## config.mk

```make
export PLATFORM = sky130hd
export DESIGN_NAME = iob_bus_arbiter
export DESIGN_NICKNAME = d
export VERILOG_FILES = /design/src/rtl/iob_bus_arbiter_pkg.sv /design/src/rtl/iob_bus_arbiter_rr_pick.sv /design/src/rtl/iob_bus_arbiter.sv
export SDC_FILE = /design/constraint.sdc
export NUM_CORES = 1
export LEC_CHECK = 0
export ABC_AREA = 1
export BUFFER_PORTS_ARGS = -buffer_cell sky130_fd_sc_hd__buf_4
export CAP_MARGIN = 20
export CORE_AREA = 4 4 118 120
export CTS_CLUSTER_DIAMETER = 60
export CTS_CLUSTER_SIZE = 25
export DETAILED_ROUTE_END_ITERATION = 16
export DIE_AREA = 0 0 122 124
export SLEW_MARGIN = 20
export SYNTH_ARGS = -nofsm -noshare
export SYNTH_HDL_FRONTEND = slang
export SYNTH_SLANG_ARGS = --single-unit
```

## constraint.sdc

```tcl
create_clock -name clk -period 1.12 [get_ports clk]
set_input_delay 0.224 -clock clk [delete_from_list [all_inputs] [get_ports clk]]
set_output_delay 0.224 -clock clk [all_outputs]
set_load 0.02 [all_outputs]
```

## src/rtl/iob_bus_arbiter_pkg.sv

```systemverilog
// ---------------------------------------------------------------------------
// iob_bus_arbiter_pkg
// Shared interconnect header for the native-memory (iob) bus arbiter.
//   - Arbiter FSM state encoding.
//   - Width and bit-position helpers for the packed request/response buses:
//       request  = {valid, addr[ADDR_W], wdata[DATA_W], wstrb[DATA_W/8]}
//       response = {rdata[DATA_W], ready}
// The positions depend on the instance widths, so they are provided as
// constant functions that modules evaluate into their own localparams.
// ---------------------------------------------------------------------------
package iob_bus_arbiter_pkg;

   typedef enum logic {
      ST_IDLE = 1'b0,
      ST_BUSY = 1'b1
   } state_t;

   // Response bus field positions (independent of widths below rdata).
   localparam int RESP_READY_POS = 0;
   localparam int RESP_RDATA_LSB = 1;

   // Request bus: wstrb always sits at the bottom.
   localparam int REQ_WSTRB_LSB = 0;

   function automatic int req_w(input int addr_w, input int data_w);
      return 1 + addr_w + data_w + data_w / 8;
   endfunction

   function automatic int resp_w(input int data_w);
      return data_w + 1;
   endfunction

   function automatic int req_wdata_lsb(input int data_w);
      return data_w / 8;
   endfunction

   function automatic int req_addr_lsb(input int data_w);
      return data_w + data_w / 8;
   endfunction

   function automatic int req_valid_pos(input int addr_w, input int data_w);
      return addr_w + data_w + data_w / 8;
   endfunction

endpackage

```

## src/rtl/iob_bus_arbiter_rr_pick.sv

```systemverilog
// ---------------------------------------------------------------------------
// iob_rr_pick
// Combinational two-input winner picker.
//   i_valid      : per-master request valid (bit 0 = master 0)
//   i_last_grant : master that completed the most recent transaction
//   o_any        : at least one master is requesting
//   o_winner     : index of the master to grant
// A lone requester always wins. On a tie, FIXED_PRIO!=0 favours master 0,
// otherwise the master that was not served last wins (round-robin).
// ---------------------------------------------------------------------------
module iob_rr_pick #(
   parameter int FIXED_PRIO = 0
) (
   input  logic [1:0] i_valid,
   input  logic       i_last_grant,
   output logic       o_any,
   output logic       o_winner
);

   always_comb begin
      o_any    = |i_valid;
      o_winner = 1'b0;
      case (i_valid)
         2'b01:   o_winner = 1'b0;
         2'b10:   o_winner = 1'b1;
         2'b11:   o_winner = (FIXED_PRIO != 0) ? 1'b0 : ~i_last_grant;
         default: o_winner = 1'b0;
      endcase
   end

endmodule

```

## src/rtl/iob_bus_arbiter.sv

```systemverilog
// ---------------------------------------------------------------------------
// iob_bus_arbiter
// Shares one native-memory slave port between two masters. A winner is
// picked in IDLE, the grant is held for the whole transaction (valid until
// slave ready), and the slave response is routed to the granted master only.
//
// Ports:
//   clk, rst  : clock, synchronous active-high reset
//   m0_req    : master 0 request  {valid, addr, wdata, wstrb}
//   m0_resp   : master 0 response {rdata, ready}
//   m1_req    : master 1 request
//   m1_resp   : master 1 response
//   s_req     : shared slave request
//   s_resp    : shared slave response
//   grant     : current / most recent granted master
// ---------------------------------------------------------------------------
module iob_bus_arbiter
   import iob_bus_arbiter_pkg::*;
#(
   parameter  int ADDR_W     = 32,
   parameter  int DATA_W     = 32,
   parameter  int FIXED_PRIO = 0,
   localparam int REQ_W      = req_w(ADDR_W, DATA_W),
   localparam int RESP_W     = resp_w(DATA_W)
) (
   input  logic              clk,
   input  logic              rst,
   input  logic [REQ_W-1:0]  m0_req,
   output logic [RESP_W-1:0] m0_resp,
   input  logic [REQ_W-1:0]  m1_req,
   output logic [RESP_W-1:0] m1_resp,
   output logic [REQ_W-1:0]  s_req,
   input  logic [RESP_W-1:0] s_resp,
   output logic              grant
);

   localparam int VALID_POS = req_valid_pos(ADDR_W, DATA_W);

   state_t r_state;
   state_t w_state_nxt;
   logic   r_grant;
   logic   w_grant_nxt;
   logic   r_last_grant;
   logic   w_last_grant_nxt;
   logic   w_any;
   logic   w_winner;

   iob_rr_pick #(
      .FIXED_PRIO(FIXED_PRIO)
   ) u_pick (
      .i_valid     ({m1_req[VALID_POS], m0_req[VALID_POS]}),
      .i_last_grant(r_last_grant),
      .o_any       (w_any),
      .o_winner    (w_winner)
   );

   // last_grant resets to 1 so that master 0 wins the first tie.
   always_ff @(posedge clk) begin
      if (rst) begin
         r_state      <= ST_IDLE;
         r_grant      <= 1'b0;
         r_last_grant <= 1'b1;
      end else begin
         r_state      <= w_state_nxt;
         r_grant      <= w_grant_nxt;
         r_last_grant <= w_last_grant_nxt;
      end
   end

   // Request fields are muxed straight from the granted master (masters hold
   // them stable until ready); valid comes from the state bit, so a master
   // that drops valid early cannot abort a transaction the slave has seen.
   always_comb begin
      w_state_nxt      = r_state;
      w_grant_nxt      = r_grant;
      w_last_grant_nxt = r_last_grant;
      s_req            = '0;
      m0_resp          = '0;
      m1_resp          = '0;
      case (r_state)
         ST_IDLE: begin
            if (w_any) begin
               w_state_nxt = ST_BUSY;
               w_grant_nxt = w_winner;
            end
         end
         ST_BUSY: begin
            s_req            = r_grant ? m1_req : m0_req;
            s_req[VALID_POS] = 1'b1;
            if (r_grant) begin
               m1_resp = s_resp;
            end else begin
               m0_resp = s_resp;
            end
            if (s_resp[RESP_READY_POS]) begin
               w_state_nxt      = ST_IDLE;
               w_last_grant_nxt = r_grant;
            end
         end
         default: w_state_nxt = ST_IDLE;
      endcase
   end

   assign grant = r_grant;

endmodule

```

==> run metrics, run 1 <==
status=finished, violations left; Worst Hold End=r_last_grant; Slew Viols, Final=0; nets=850; worst reg2reg setup slack=-0.05 ns; VDD IR max=between 300 and 400 uV; TNS Setup=-52.83 ns; relative slew slack=0.852; Initial Util=0.117; largest buffer count on any clock path=2; vias in the first global route=about 3100; synthesized area per cell=roughly 4.3 um^2; period utilisation layout=1.41; core area=between 10000 and 15000 um^2; Final setup viols=between 100 and 150; Leak Pwr=approximately 3 nW; H-tree depth=1; Worst-Margin Slew=0.222 ns; Multi-input gate area=1930 um^2; post-cts hold buffer count=0; Final Critical Period=roughly 1.6 ns; hold_sp=rst; average wire per standard cell=about 14 um; Final Cell Area=approximately 5600 um^2; commonest non-fill, non-tap cell in the layout=buf_4; clk_lat worst skew=0.22 ns; layout cells sized above 1=0.726; overall die height=124 um; Placement Setup Slack=-0.266 ns; r2r endpoint=grant; total global routing overflow=0; setup ws final=-0.463 ns; Seq cells post-synth=3; row cnt=42; Util after Layout=0.432; Die W=around 120 um; overall power=3.38 mW; GRT busiest layer=met2; Max Fclk=approximately 630 MHz; Critical Path Source Type=flip-flop; Gate Count Post-Synth=roughly 360; met3 Use GR=0.0359; Vias=~3400; Final Wtd Congestion=a little under 0.8; crit path from=r_state; Critical Path AT=1.36 ns; Die ar.=15100 um^2; # IOs=about 300; syn nets=around 530; DRT Wirelength=between 10 and 15 mm; most frequent cells in the layout=buf_4, nand2_1, buf_6, nand3_1, nor2_4; Fin Clk Skew=0.00173 ns; yosys warns=0; worst min path class=primary input to flip-flop; vias per cell=around 4.0; DRT Pass-1 Iters=4; Max-Cap Viols=0; kind of critical path=flip-flop to output port; largest net degree at the start of global routing=33; CTS sink cnt=3; power per cell area=603 nW/um^2; filler instances=between 1000 and 1500; area grow syn2layout=269%; Hold Crit Depth=3; GR met1 Demand/Resource=0.161; root buffer selected by CTS=clkbuf_16; CP required=~0.90 ns; Seq/Total Area, Yosys=0.0395; DRT iter0 DRCs=73; met2 usage=0.240; R2R Path Start=r_state; post-route ant nets=0; Setup crit end kind=output port; PortBufs=308; Netlist cell types=12; DP HPWL=8.93 mm; failing checks=negative setup slack; TritonCTS clock tree=yes; CTS Buf Count=3; ANT cells=0; initial antenna violation count=0; R2R cell count=8; global-route wire length before repair=16.0 mm; Max Fanout on Critical Path=18; mapped cell area=between 1500 and 2000 um^2; # DRC=0; RSZ-0062 raised after global routing=true; placed cell area=4780 um^2; Sequential cell area=approximately 68 um^2; final hold violations=0; Reg clk slew, reported paths=approximately 0.030 ns; total track usage=0.133
## worst max-delay path by stage
stage	end	slack, ns	depth (start not counted)
floorplan	s_req[59]	-0.17	7
global placement	s_req[18]	-0.27	6
detailed placement	s_req[20]	-0.27	6
CTS	m0_resp[11]	-0.44	7
global route	m0_resp[11]	-0.51	7
finish	m0_resp[11]	-0.46	7
## final cells by class
type,instances,share of cell area
Timing Repair Buffer,347,0.564
Inverter,38,0.0263
Tap cell,176,0.0393
Clock buffer,4,0.0141
Multi-Input combinational cell,284,0.344
Sequential cell,3,0.0121
## state kept, by name, summed over array words and instances, names as in the netlist
register      cells
grant             1
r_last_grant      1
r_state           1
## timing repair
item / 4_1_cts / 5_1_grt
pin swaps: 2 / 10
setup endpoints to repair: 138 / 138
gates cloned: 4 / 3
gates resized for setup: 71 / 96
buffers inserted: 7 / 4
## cell usage after synthesis (all sizes together)
library cell  number  area share
a21oi              1      0.0033
clkbuf            12       0.030
dfxtp              3       0.040
inv               38       0.094
nand3             71        0.23
buf               18       0.071
nand2            144        0.36
nor2              68        0.17
## cells by family after synthesis
| family | synth area share |
|---|---|
| simple gates | 0.763 |
| compound gates | 0.00329 |
| buf+inv | 0.194 |
| flops | 0.0395 |
## worst max-delay path, cell delays in order, from the launching register on
cell and delay (ns):
dfxtp_4 0.35, inv_4 0.04, nor2_4 0.13, buf_4 0.14, inv_4 0.04, buf_12 0.17
nor2_4 0.11, buf_4 0.14
## layer usage
| metal | routed length, um | up-vias | part of all wire |
|---|---|---|---|
| met3 | 1280 | 8 | 0.11 |
| li1 | - | 1720 | - |
| met2 | 6220 | 168 | 0.52 |
| met1 | 4330 | 1516 | 0.36 |
| met5 | 0 | - | 0 |
| met4 | 92 | 0 | 0.0077 |
## where the power goes
part           internal (mW)  leakage [nW]  switching (mW)  total, mW
clock                  0.470        0.0382          0.0983      0.568
sequential             0.115        0.0261          0.0116      0.127
combinational           1.34          2.96            1.35       2.68
## per-stage QoR
| stage | instances | hold slack [ns] |
|---|---|---|
| 2_1_floorplan | 355 | 0.344 |
| 3_3_place_gp | 835 | 0.465 |
| 3_5_place_dp | 835 | 0.474 |
| 4_1_cts | 850 | 0.239 |
| 5_1_grt | 852 | 0.281 |
| 6_report | 852 | 0.238 |
(Power assumes the default switching activity.)
==> run 2, diff against run 1 <==
Settings changed: GPL_ROUTABILITY_DRIVEN set to 1, SYNTH_HIERARCHICAL set to 1.
==> run 2 against run 1 <==
- sequential share of layout area about the same
- largest power group unchanged
- clock skew is 0.0017 ns lower
- flip-flop and latch count unchanged
- the flow still finishes with violations (negative setup slack)
- critical endpoint is now s_req[31]
==> run metrics, run 2 <==
failing checks=negative setup slack; Slew Viols, Final=0; R2R cell count=7; most frequent cells in the layout=buf_4, nand2_1, a21oi_4, inv_1, nor2_2; post-cts hold buffer count=0; final hold violations=0; overall die height=about 120 um; DRT iter0 DRCs=66; Worst-Margin Slew=0.225 ns; Yosys top cell area share=0.346; layout cells sized above 1=0.708; power per cell area=roughly 630 nW/um^2; vias per cell=4.09; core area=about 13000 um^2; hold_sp=rst; nets=between 800 and 900; Reg clk slew, reported paths=~0.030 ns; RSZ-0062 raised after global routing=true; global-route wire length before repair=between 15 and 20 mm; DRT Pass-1 Iters=4; commonest non-fill, non-tap cell in the layout=buf_4; post-route ant nets=0; r2r endpoint=r_last_grant; Netlist cell types=13; CTS Buf Count=3; largest buffer count on any clock path=2; DRT Wirelength=11.4 mm; worst min path class=primary input to flip-flop; Critical Path Source Type=flip-flop; mux contribution to synthesized area=0; Multi-input gate area=~2200 um^2; ANT cells=0; vias in the first global route=3537; Initial Util=0.118; CTS sink cnt=3; Final Wtd Congestion=approximately 0.8; Non-Filler Instances=834; top-count cell post-synth=nand2_1; # IOs=309; initial antenna violation count=0; Critical Path AT=approximately 1.3 ns; NetSw=between 1.5 and 2 mW; part of the power in registers=0.037; Sw Ratio=0.462; DP HPWL=approximately 9.6 mm; Adder-Cell Fraction of Synth Area=0; leading area contributor after synthesis=nand2_1; total global routing overflow=0; R2R Path Start=grant; Max-Cap Viols=0; Compound-Gate Fraction of Synth Area=0.239; Setup crit end kind=output port; setup ws final=-0.411 ns; Final Critical Period=roughly 1.5 ns; row cnt=42; most frequent cells after synthesis=nand2_1, a21oi_1, nor2_1; Post-Synth Simple-Gate Area=0.518; placed cell area=around 5200 um^2; synthesized area per cell=4.32 um^2; kind of critical path=flip-flop to output port; Post-Place Cells=between 800 and 900; worst reg2reg setup slack=-0.04 ns; relative slew slack=0.850; crit path from=grant; Gate Count Post-Synth=354; Seq/Total Area, Yosys=0.0393; Sequential cell area=63.8 um^2; crit path capture=s_req[31]; CP required=approximately 0.9 ns; largest net degree at the start of global routing=51; number of enable flip-flop cells after synthesis=0; area grow syn2layout=256%; average wire per standard cell=13.7 um; Post-synth top flop=dfxtp_1; TritonCTS clock tree=yes; Clk pwr share=0.163; root buffer selected by CTS=clkbuf_16; Gate power share=0.799; Max Fclk=653 MHz; worst hold slack=0.199 ns; Vias=~3400; Final Cell Area=5440 um^2; asr flop ratio synth=0; VDD IR max=between 400 and 500 uV; PortBufs=roughly 300; clk_lat worst skew=roughly 0.22 ns; Final setup viols=137; syn nets=527; Die W=122 um; xor and xnor area share after synthesis=0; Max Fanout on Critical Path=50; top post-synthesis cells by area=nand2_1, a21oi_1, nor2_1; total track usage=0.134; Leak Pwr=around 2.6 nW; yosys warns=6; status=finished, violations left; Int Power=about 1.9 mW; Fin Clk Skew=~0.000022 ns; Die ar.=roughly 15000 um^2; mapped cell area=roughly 1500 um^2; H-tree depth=1; combinational family with the most area after synthesis=simple AND/OR/NAND/NOR gates; # DRC=0; filler instances=between 1000 and 1500; period utilisation layout=1.37; Seq cells post-synth=3
## run 2: worst min-delay path by stage
stage              endpoint  slack [ns]  cells past startpoint
3_3_place_gp   r_last_grant        0.41                      3
3_5_place_dp   r_last_grant        0.43                      3
2_1_floorplan  r_last_grant        0.31                      2
4_1_cts             r_state        0.20                      2
5_1_grt             r_state        0.21                      2
6_report       r_last_grant        0.20                      3
## run 2: critical path, cell delays in order, from the launching register on
cell,delay (ns)
dfxtp_4,0.38
buf_12,0.22
nand2_1,0.14
a21oi_4,0.16
buf_4,0.15
## run 2: routing by layer
metal	vias up	wire length, um	GRT usage
li1	1682	-	-
met1	1535	3790	0.136
met3	6	1300	0.0418
met5	-	0	0
met2	184	6250	0.271
met4	0	80	0.0245
## run 2: cell families (layout without fill, tap and decap cells)
logic type	after synthesis	in the layout
AOI/OAI and AO/OA	73	73
buffers and inverters	68	372
DFF	3	3
and+or+nand+nor	210	210
## run 2: layout make-up
class / count / area share
Inverter: 39 / 0.0287
Sequential cell: 3 / 0.0117
Tap cell: 176 / 0.0405
Timing Repair Buffer: 329 / 0.495
Multi-Input combinational cell: 283 / 0.410
Clock buffer: 4 / 0.0145
## run 2: metrics by stage
step / power [mW] / setup slack (ns) / utilization / setup TNS (ns)
3_3_place_gp: 2.80 / -0.182 / 0.403 / -16.32
3_5_place_dp: 2.83 / -0.227 / 0.403 / -17.91
5_1_grt: 3.67 / -0.474 / 0.419 / -57.33
2_1_floorplan: 1.65 / -0.173 / - / -17.32
6_report: 3.45 / -0.411 / 0.419 / -48.88
4_1_cts: 3.47 / -0.421 / 0.416 / -50.95
## run 2: timing repair
item                                    CTS  global route
gates resized for setup                  13             5
setup buffers                             0             0
endpoints found under the setup margin  136           137
cloned                                    1             1
## run 2: power groups by stage
stage          clock network [mW]  registers, mW  logic (mW)
2_1_floorplan                   0          0.130        1.52
3_3_place_gp                    0          0.128        2.67
3_5_place_dp                    0          0.129        2.70
4_1_cts                     0.571          0.128        2.77
5_1_grt                     0.595          0.130        2.95
6_report                    0.563          0.129        2.75
